==> src/rtl/rx_word_aligner.sv <==
// Receive word aligner: finds the K28.5 comma in the raw deserialized stream and re-frames it.
// Optional misaligned-comma counter enabled by defining HBWIF_ALIGNER_ERR_COUNT_EN.
module rx_word_aligner #(
  parameter int unsigned LOCK_COUNT   = 4,
  parameter int unsigned UNLOCK_COUNT = 3,
  parameter int unsigned ERR_WIDTH    = 16
) (
  input  logic                 slowClk,
  input  logic                 resetIn,
  input  logic [9:0]           data_rx,
  input  logic                 enable,
  output logic [9:0]           data_out,
  output logic                 data_valid,
  output logic                 comma,
  output logic                 locked,
  output logic [3:0]           offset,
  output logic                 realign
`ifdef HBWIF_ALIGNER_ERR_COUNT_EN
  ,
  output logic [ERR_WIDTH-1:0] err_count
`endif
);

  localparam int unsigned WORD_W = 10;
  localparam int unsigned WIN_W  = 2 * WORD_W;
  localparam int unsigned OFF_W  = 4;
  localparam int unsigned HIT_W  = $clog2(LOCK_COUNT + 1);
  localparam int unsigned MISS_W = $clog2(UNLOCK_COUNT + 1);

  localparam logic [WORD_W-1:0] COMMA_NEG = 10'b0011111010;
  localparam logic [WORD_W-1:0] COMMA_POS = 10'b1100000101;

  if (LOCK_COUNT < 1 || UNLOCK_COUNT < 1 || ERR_WIDTH < 1) begin : g_bad_params
    $error("rx_word_aligner: LOCK_COUNT, UNLOCK_COUNT and ERR_WIDTH must be at least 1");
  end

  typedef enum logic [1:0] {
    HUNT   = 2'd0,
    VERIFY = 2'd1,
    LOCKED = 2'd2
  } state_e;

  state_e              state_q, state_d;
  logic [WORD_W-1:0]   cur_q, prev_q;
  logic [OFF_W-1:0]    cand_q, cand_d;
  logic [OFF_W-1:0]    off_q, off_d;
  logic [HIT_W-1:0]    hit_q, hit_d;
  logic [MISS_W-1:0]   miss_q, miss_d;
  logic [WIN_W-1:0]    window;
  logic [WORD_W-1:0]   match;
  logic [WORD_W-1:0]   cand_word;
  logic                hit;
  logic [OFF_W-1:0]    hit_off;
  logic [4:0]          shamt;
  logic [WORD_W-1:0]   out_word;
  logic                out_is_comma;

  assign window = {prev_q, cur_q};

  // Comma search over all ten bit offsets; lowest offset wins.
  always_comb begin
    match     = '0;
    cand_word = '0;
    hit       = 1'b0;
    hit_off   = '0;
    for (int k = 0; k < 10; k++) begin
      cand_word = WORD_W'(window >> (10 - k));
      match[k]  = (cand_word == COMMA_NEG) || (cand_word == COMMA_POS);
    end
    for (int k = 9; k >= 0; k--) begin
      if (match[k]) begin
        hit     = 1'b1;
        hit_off = OFF_W'(k);
      end
    end
  end

  // Next-state logic for the hunt/verify/locked alignment FSM.
  always_comb begin
    state_d = state_q;
    cand_d  = cand_q;
    off_d   = off_q;
    hit_d   = hit_q;
    miss_d  = miss_q;
    if (enable && hit) begin
      unique case (state_q)
        HUNT: begin
          cand_d = hit_off;
          hit_d  = HIT_W'(1);
          if (LOCK_COUNT == 1) begin
            state_d = LOCKED;
            off_d   = hit_off;
            miss_d  = '0;
          end else begin
            state_d = VERIFY;
          end
        end
        VERIFY: begin
          if (hit_off == cand_q) begin
            hit_d = hit_q + HIT_W'(1);
            if (32'(hit_q) + 32'd1 >= LOCK_COUNT) begin
              state_d = LOCKED;
              off_d   = cand_q;
              miss_d  = '0;
            end
          end else begin
            cand_d = hit_off;
            hit_d  = HIT_W'(1);
          end
        end
        LOCKED: begin
          if (hit_off == off_q) begin
            miss_d = '0;
          end else if (32'(miss_q) + 32'd1 >= UNLOCK_COUNT) begin
            state_d = HUNT;
            miss_d  = '0;
          end else begin
            miss_d = miss_q + MISS_W'(1);
          end
        end
        default: state_d = HUNT;
      endcase
    end
  end

  // The output follows the offset being entered, so the locking comma is emitted as valid.
  always_comb begin
    shamt        = 5'(WORD_W) - 5'(off_d);
    out_word     = WORD_W'(window >> shamt);
    out_is_comma = (out_word == COMMA_NEG) || (out_word == COMMA_POS);
  end

  always_ff @(posedge slowClk) begin
    if (resetIn) begin
      state_q    <= HUNT;
      cur_q      <= '0;
      prev_q     <= '0;
      cand_q     <= '0;
      off_q      <= '0;
      hit_q      <= '0;
      miss_q     <= '0;
      data_out   <= '0;
      data_valid <= 1'b0;
      comma      <= 1'b0;
      locked     <= 1'b0;
      realign    <= 1'b0;
    end else begin
      state_q    <= state_d;
      cur_q      <= data_rx;
      prev_q     <= cur_q;
      cand_q     <= cand_d;
      off_q      <= off_d;
      hit_q      <= hit_d;
      miss_q     <= miss_d;
      data_out   <= out_word;
      data_valid <= (state_d == LOCKED);
      comma      <= (state_d == LOCKED) && out_is_comma;
      locked     <= (state_d == LOCKED);
      realign    <= (state_d == LOCKED) && (state_q != LOCKED);
    end
  end

  assign offset = off_q;

`ifdef HBWIF_ALIGNER_ERR_COUNT_EN
  logic [ERR_WIDTH-1:0] err_q, err_d;

  // Saturating count of commas seen at the wrong offset while locked.
  always_comb begin
    err_d = err_q;
    if (enable && (state_q == LOCKED) && hit && (hit_off != off_q) && (err_q != '1)) begin
      err_d = err_q + ERR_WIDTH'(1);
    end
  end

  always_ff @(posedge slowClk) begin
    if (resetIn) begin
      err_q <= '0;
    end else begin
      err_q <= err_d;
    end
  end

  assign err_count = err_q;
`endif

endmodule

==> config.mk <==
export PLATFORM = sky130hd
export DESIGN_NAME = rx_word_aligner
export DESIGN_NICKNAME = d
export VERILOG_FILES = /design/src/rtl/rx_word_aligner.sv
export SDC_FILE = /design/constraint.sdc
export NUM_CORES = 1
export LEC_CHECK = 0
export ABC_AREA = 1
export BUFFER_PORTS_ARGS = -buffer_cell sky130_fd_sc_hd__buf_4
export CAP_MARGIN = 20
export CORE_ASPECT_RATIO = 0.5
export CORE_UTILIZATION = 55
export CTS_CLUSTER_DIAMETER = 120
export DETAILED_ROUTE_END_ITERATION = 7
export GPL_TIMING_DRIVEN = 0
export MAX_ROUTING_LAYER = met4
export PLACE_DENSITY = 0.74
export SLEW_MARGIN = 0
export SYNTH_ARGS = -nofsm -noshare
export SYNTH_HDL_FRONTEND = slang
export SYNTH_SLANG_ARGS = --single-unit
==> constraint.sdc <==
create_clock -name slowClk -period 6.38 [get_ports slowClk]
set_clock_uncertainty 0.15 [all_clocks]
set_input_delay 1.276 -clock slowClk [delete_from_list [all_inputs] [get_ports slowClk]]
set_output_delay 1.276 -clock slowClk [all_outputs]
set_load 0.05 [all_outputs]
# Word level (Yosys, flattened, before mapping)
# Index checks and enable logic that the tools add are counted.
[word_totals]
register_bits = 48
input_bits = 13
output_inout_bits = 18
wordCells = 109
[op_classes]
mux = 39
eq_ne = 31
add_sub_neg = 5
shift = 1
n_reduce_logical = 20
magnitude_cmp = 2
[ops]
columns = ["operator", "n"]
rows = [
  ["10-bit equality test, second input constant", 11],
  ["10-bit by 8-bit equality test with 1-bit output, second input constant", 11],
  ["4-bit 2-to-1 mux", 15],
  ["20-bit by 5-bit right shift with 10-bit output", 1],
  ["2-bit 2-to-1 mux", 9],
  ["1-bit logical OR", 11],
  ["1-bit 2-to-1 mux", 10],
  ["4-bit equality test", 2],
  ["2-bit != test, second input constant", 4],
  ["4-bit one-hot mux with 2 select lines", 1],
  ["2-bit one-hot mux with 3 select lines", 1],
  ["3-bit one-hot mux with 2 select lines", 1],
  ["4-bit by 4-bit subtractor with 5-bit output, first input constant", 1],
  ["3-bit by 1-bit adder with 4-bit output, second input constant", 1],
  ["2-bit equality test, second input constant", 2],
  ["4-bit by 3-bit >= comparator with 1-bit output, second input constant", 1],
  ["2-bit one-hot mux with 2 select lines", 1],
  ["4-bit AND reduction", 1],
  ["2-bit nonzero test", 2],
  ["2-bit by 1-bit adder with 3-bit output, second input constant", 1],
  ["3-bit by 1-bit adder with 3-bit output, second input constant", 1],
  ["3-bit by 2-bit >= comparator with 1-bit output, second input constant", 1],
  ["1-bit logical AND", 3],
  ["3-bit 2-to-1 mux", 1],
  ["5 further kinds", 5],
]

# Logic depth before layout (Yosys ltp)
[logic_depth]
word_depth = 21
mapped_depth = 31
ltp_nobuf = 29

# Worst setup path before layout
# OpenSTA, ideal clock, no wires.
[synth_path]
path_kind = "input-to-reg"
from = "input port enable"
to = "register comma"
path_buffers = 2
setup_slack_ns = 2.620
cell_stages = 15
arrival_ns = 3.540
setup_ns = 0.070
required_ns = 6.160
cell_sequence = "a21boi_4 nand4_2 nand2_1 nand2_1 ha_1 clkbuf_1 clkbuf_1 nand2_1 nand3_1 nand3_2 a21oi_2 nand2_1 nor2_1 nand2_1 a21oi_1"
[synth_between]
elab_chain_cells = 7
word_cells_on_any_way = 10
classes_between = "add/sub: 1; eq/ne: 3; shift: 1; mux: 2; reduce/logical: 3"
[synth_lines]
columns = ["element", "line_no", "source"]
rows = [
  ["from (decl)", "11", "input logic enable,"],
  ["1-bit logical AND (*)", "85", "if (enable && hit) begin"],
  ["4-bit 2-to-1 mux (*)", "85", ""],
  ["named net off_d[1]", "46", "logic [OFF_W-1:0] off_q, off_d;"],
  ["4-bit by 4-bit subtractor with 5-bit output (*)", "128", "shamt = 5'(WORD_W) - 5'(off_d);"],
  ["20-bit by 5-bit right shift with 10-bit output (*)", "129", "out_word = WORD_W'(window >> shamt);"],
  ["10-bit by 8-bit equality test with 1-bit output / 10-bit equality test (equally long branches)", "130", "out_is_comma = (out_word == COMMA_NEG) || (out_word == COMMA_POS);"],
  ["1-bit logical OR (*)", "130", ""],
  ["1-bit logical AND (*)", "157", "comma <= (state_d == LOCKED) && out_is_comma;"],
  ["to (signal assigned)", "157", ""],
  ["to (decl)", "14", "output logic comma,"],
]
# Mark *: on every way through the listed nets, which the timed path passes. The rest lies on a longest branch.
# A chain may end at the register's enable or synchronous reset.

# Worst setup path in the final report
[layout_path]
from = "register prev_q[4]"
to = "register comma"
[layout_between]
elab_chain_cells = 17
word_cells_on_any_way = 47
classes_between = "add/sub: 1; eq/ne: 17; shift: 1; mux: 19; reduce/logical: 9"
[layout_lines]
columns = ["element", "line_no", "source"]
rows = [
  ["from (decl)", "44", "logic [WORD_W-1:0] cur_q, prev_q;"],
  ["from (signal assigned)", "150", "prev_q <= cur_q;"],
  ["10-bit by 8-bit equality test with 1-bit output / 10-bit equality test (equally long branches)", "68", "match[k] = (cand_word == COMMA_NEG) || (cand_word == COMMA_POS);"],
  ["1-bit logical OR", "68", ""],
  ["4-bit 2-to-1 mux (6 in series)", "71", "if (match[k]) begin"],
  ["4-bit equality test", "99", "if (hit_off == cand_q) begin"],
  ["4-bit 2-to-1 mux", "99", ""],
  ["4-bit 2-to-1 mux", "86", "unique case (state_q)"],
  ["4-bit 2-to-1 mux (*)", "85", ""],
  ["named net off_d[0]", "46", ""],
  ["4-bit by 4-bit subtractor with 5-bit output (*)", "128", ""],
  ["20-bit by 5-bit right shift with 10-bit output (*)", "129", ""],
  ["10-bit by 8-bit equality test with 1-bit output / 10-bit equality test (equally long branches)", "130", ""],
  ["1-bit logical OR (*)", "130", ""],
  ["1-bit logical AND (*)", "157", ""],
]
# Marks and branches as above.

==> flow_summary.yaml <==
finish:
  multi_input_area_um2: 2270
  drive_gt1_share_pct: 16.0
  ff_latch_area_um2: 961
  layout.nets: 679
  antenna_cells: 0
  final_area_um2: 4200
  syn_to_final_growth_pct: 13.2
  num-fill-cells: 608
setup_path:
  start_kind: "register"
  max_stage_delay_ns: 0.49
  crit_top_cell: "nand2_1"
  r2r_slack_ns: 1.95
  critical_path.top_delay_family: "simple AND/OR/NAND/NOR gates"
  cp.required_ns: 6.46
  path_max_fanout: 10
  reg2reg_depth: 28
  path_buf_inv: 5
  endpoint_kind: "register"
  crit_type: "reg -> reg"
  r2r_start: "prev_q[4]$_SDFF_PP0_"
  rr_endpoint: "comma$_SDFF_PP0_"
  worst_path_max_delay_cell: "dfxtp_1"
  critical_path_arrival_ns: 4.50
clocking:
  post_cts_buffers: 0
  numCtsBuffers: 5
  cts_resized: 0
  insertion_delay_ns: 0.29
  cts.sinks: 48
  ctsLongestPathBuffers: 2
  cts_tree: "yes"
  clock-root-buffer: "clkbuf_16"
  htree_levels: 2
  clk_pin_slew_ns: 0.06
  postCtsHoldBufs: 0
yosys:
  yosysTopAreaCell: "dfxtp_1"
  synth_nets: 642
  ys_seq_area_share_pct: 25.9
  synth_top_flop_cell: "dfxtp_1"
  yosysUniqueCellTypes: 34
  synth_xor_xnor_area_share_pct: 0.945
  synth-edff-count: 0
  synthTopCellsByCount: "nand2_1, nand3_1, nor2_1, inv_1, dfxtp_1"
  synthMuxAreaShare_pct: 0
  synth_top_family_by_area: "simple AND/OR/NAND/NOR gates"
  synth-simple-area-share_pct: 52.8
  synthArstFlopShare_pct: 0
  ys_top_cells_by_area: "dfxtp_1, nand3_1, nand2_1"
  synth_top_area_share_pct: 25.9
  yosysWarnings: 0
  synth_most_common_cell: "nand2_1"
  synthAdderAreaFrac_pct: 2.03
  ys_ff_latch: 48
  avgSynthCellArea_um2: 5.95
  synth_area_um2: 3710
  synthesis.instances: 623
  synth_compound_area_share_pct: 5.54
die:
  die_area_um2: 7090
  core_um2: 6280
  die_height_um: 60.0
  row_count: 20
  die_x_um: 118
  start_util_pct: 59.0
  ios: 31
sta:
  grt_setup_unrepaired: "no"
  hold_ws_ns: 0.283
  drv_slew: 0
  worst_pin_slew_ns: 0.662
  hold_viol: 0
  fin_crit_ns: 4.43
  tns_ns: 0
  fin_crit_sh_pct: 69.4
  setup_viol: 0
  slew_headroom_pct: 55.9
  max_freq_mhz: 226
power:
  p_sw_share_pct: 26.5
  p_comb_share_pct: 12.3
  totalPowerFinal_uw: 670
  cellPowerDensity_nw_per_um2: 160
  power_leakage_nw: 2.09
  ir_drop_mv: 0.120
  p_int_uw: 493
  clkPwrFrac_pct: 40.8
  switching_power_uw: 178
  seqPwrFrac_pct: 46.8
placement:
  globalplace.congestion: 0.918
  port_buffers: 30
  dp_hpwl_mm: 7.59
  placed_area_um2: 4040
global_route:
  antenna_found_initial: 0
  grt_pass1_vias: 3327
  grt_pass1_wl_mm: 16.4
  grt_max_degree: 16
  grt_overflow_total: 0
  grtUsageTotal_pct: 30.9
drt:
  vias: 4010
  finalWirelength_mm: 10.0
  drtIter0Drc: 479
  first_pass_iters: 5
  wl_per_cell_um: 13.4
  drc: 0
  antenna_left: 0
  routed_via_density: 5.35
hold_path:
  hp-start: "cur_q[0]$_SDFF_PP0_"
  hold-path-endpoint: "prev_q[0]$_SDFF_PP0_"
  whs_path_depth: 2
  hp-class: "reg -> reg"
run_status:
  status: "completed"
run:
  maxCapViolations: 0
==> tightest hold or removal path: cells and delay by family, from the launching register on <==
family / cells / cell delay [ns]
flip-flops: 1 / 0.31
buffers and inverters: 1 / 0.05
AND/OR/NAND/NOR: 1 / 0.03
==> routing by layer <==
metal	global-route usage [%]	routed length, µm	part of all wire (%)
met1	43.8	4920	49
met2	44.1	4000	40
met3	7.35	1040	10
met4	6.23	85	0.85
met5	-	0	0
==> registers in the layout, summed over array words and instances, names as in the netlist <==
| signal | cells |
|---|---|
| cur_q | 10 |
| data_out | 10 |
| prev_q | 10 |
| cand_q | 4 |
| offset | 4 |
| hit_q | 3 |
| miss_q | 2 |
| state_q | 2 |
| comma | 1 |
| locked | 1 |
| realign | 1 |
==> cell type report <==
class | count | share of cell area (%)
clock buffer | 6 | 3.31
clock inverter | 2 | 0.358
tap | 88 | 2.62
sequential | 48 | 22.9
buffer | 26 | 4.47
timing repair buffer | 30 | 5.37
inverter | 76 | 6.80
multi-input combinational | 473 | 54.2
==> power groups by stage <==
| stage | clock, mW | sequential, mW | combinational (mW) |
|---|---|---|---|
| CTS | 0.278 | 0.314 | 0.0816 |
| global placement | 0 | 0.321 | 0.0805 |
| detailed placement | 0 | 0.321 | 0.0813 |
| global route | 0.291 | 0.315 | 0.0921 |
| finish | 0.274 | 0.314 | 0.0826 |
| floorplan | 0 | 0.325 | 0.0528 |
==> worst max-delay path by stage <==
stage	startpoint	endpoint	slack (ns)	cells after the start
floorplan	enable	comma$_SDFF_PP0_	2.62	15
global placement	enable	comma$_SDFF_PP0_	1.92	16
detailed placement	enable	comma$_SDFF_PP0_	1.93	18
CTS	prev_q[1]$_SDFF_PP0_	comma$_SDFF_PP0_	2.08	25
global route	cur_q[7]$_SDFF_PP0_	comma$_SDFF_PP0_	1.57	24
finish	prev_q[4]$_SDFF_PP0_	comma$_SDFF_PP0_	1.95	28
==> placed cells by master (no fill, tap or decap), types with 2 or more instances in the layout <==
cell | Yosys | layout
a21oi_1 | 14 | 14
a31oi_1 | 2 | 2
buf_2 | 3 | 3
buf_4 | 7 | 37
buf_6 | 8 | 8
clkbuf_1 | 7 | 7
clkbuf_16 | 0 | 5
clkinvlp_4 | 0 | 2
dfxtp_1 | 48 | 48
ha_1 | 6 | 6
inv_1 | 59 | 59
inv_2 | 17 | 17
nand2_1 | 155 | 155
nand2_2 | 10 | 10
nand2_4 | 2 | 2
nand3_1 | 120 | 120
nand3_2 | 5 | 5
nand3b_1 | 5 | 5
nand4_1 | 9 | 9
nand4_2 | 2 | 2
nor2_1 | 101 | 101
nor2_2 | 7 | 7
nor2_4 | 3 | 3
nor3_1 | 6 | 6
o21ai_0 | 13 | 13
xor2_1 | 4 | 4
==> kinds of logic (layout without fill, tap and decap cells) <==
family	after synthesis	after routing
buffers and inverters	102	140
AOI/OAI and AO/OA	35	35
adders and majority gates	6	6
and+or+nand+nor	428	428
xor gates and xnor gates	4	4
DFF	48	48
==> through the flow <==
| stage | std cells | utilization (%) | setup slack [ns] |
|---|---|---|---|
| 4_1_cts | 749 | 66.8 | 2.08 |
| 3_3_place_gp | 741 | 64.3 | 1.92 |
| 2_1_floorplan | 623 | - | 2.62 |
| 5_1_grt | 749 | 66.8 | 1.57 |
| 3_5_place_dp | 741 | 64.3 | 1.93 |
| 6_report | 749 | 66.8 | 1.95 |
No activity file was read; power rests on OpenSTA's default activity.
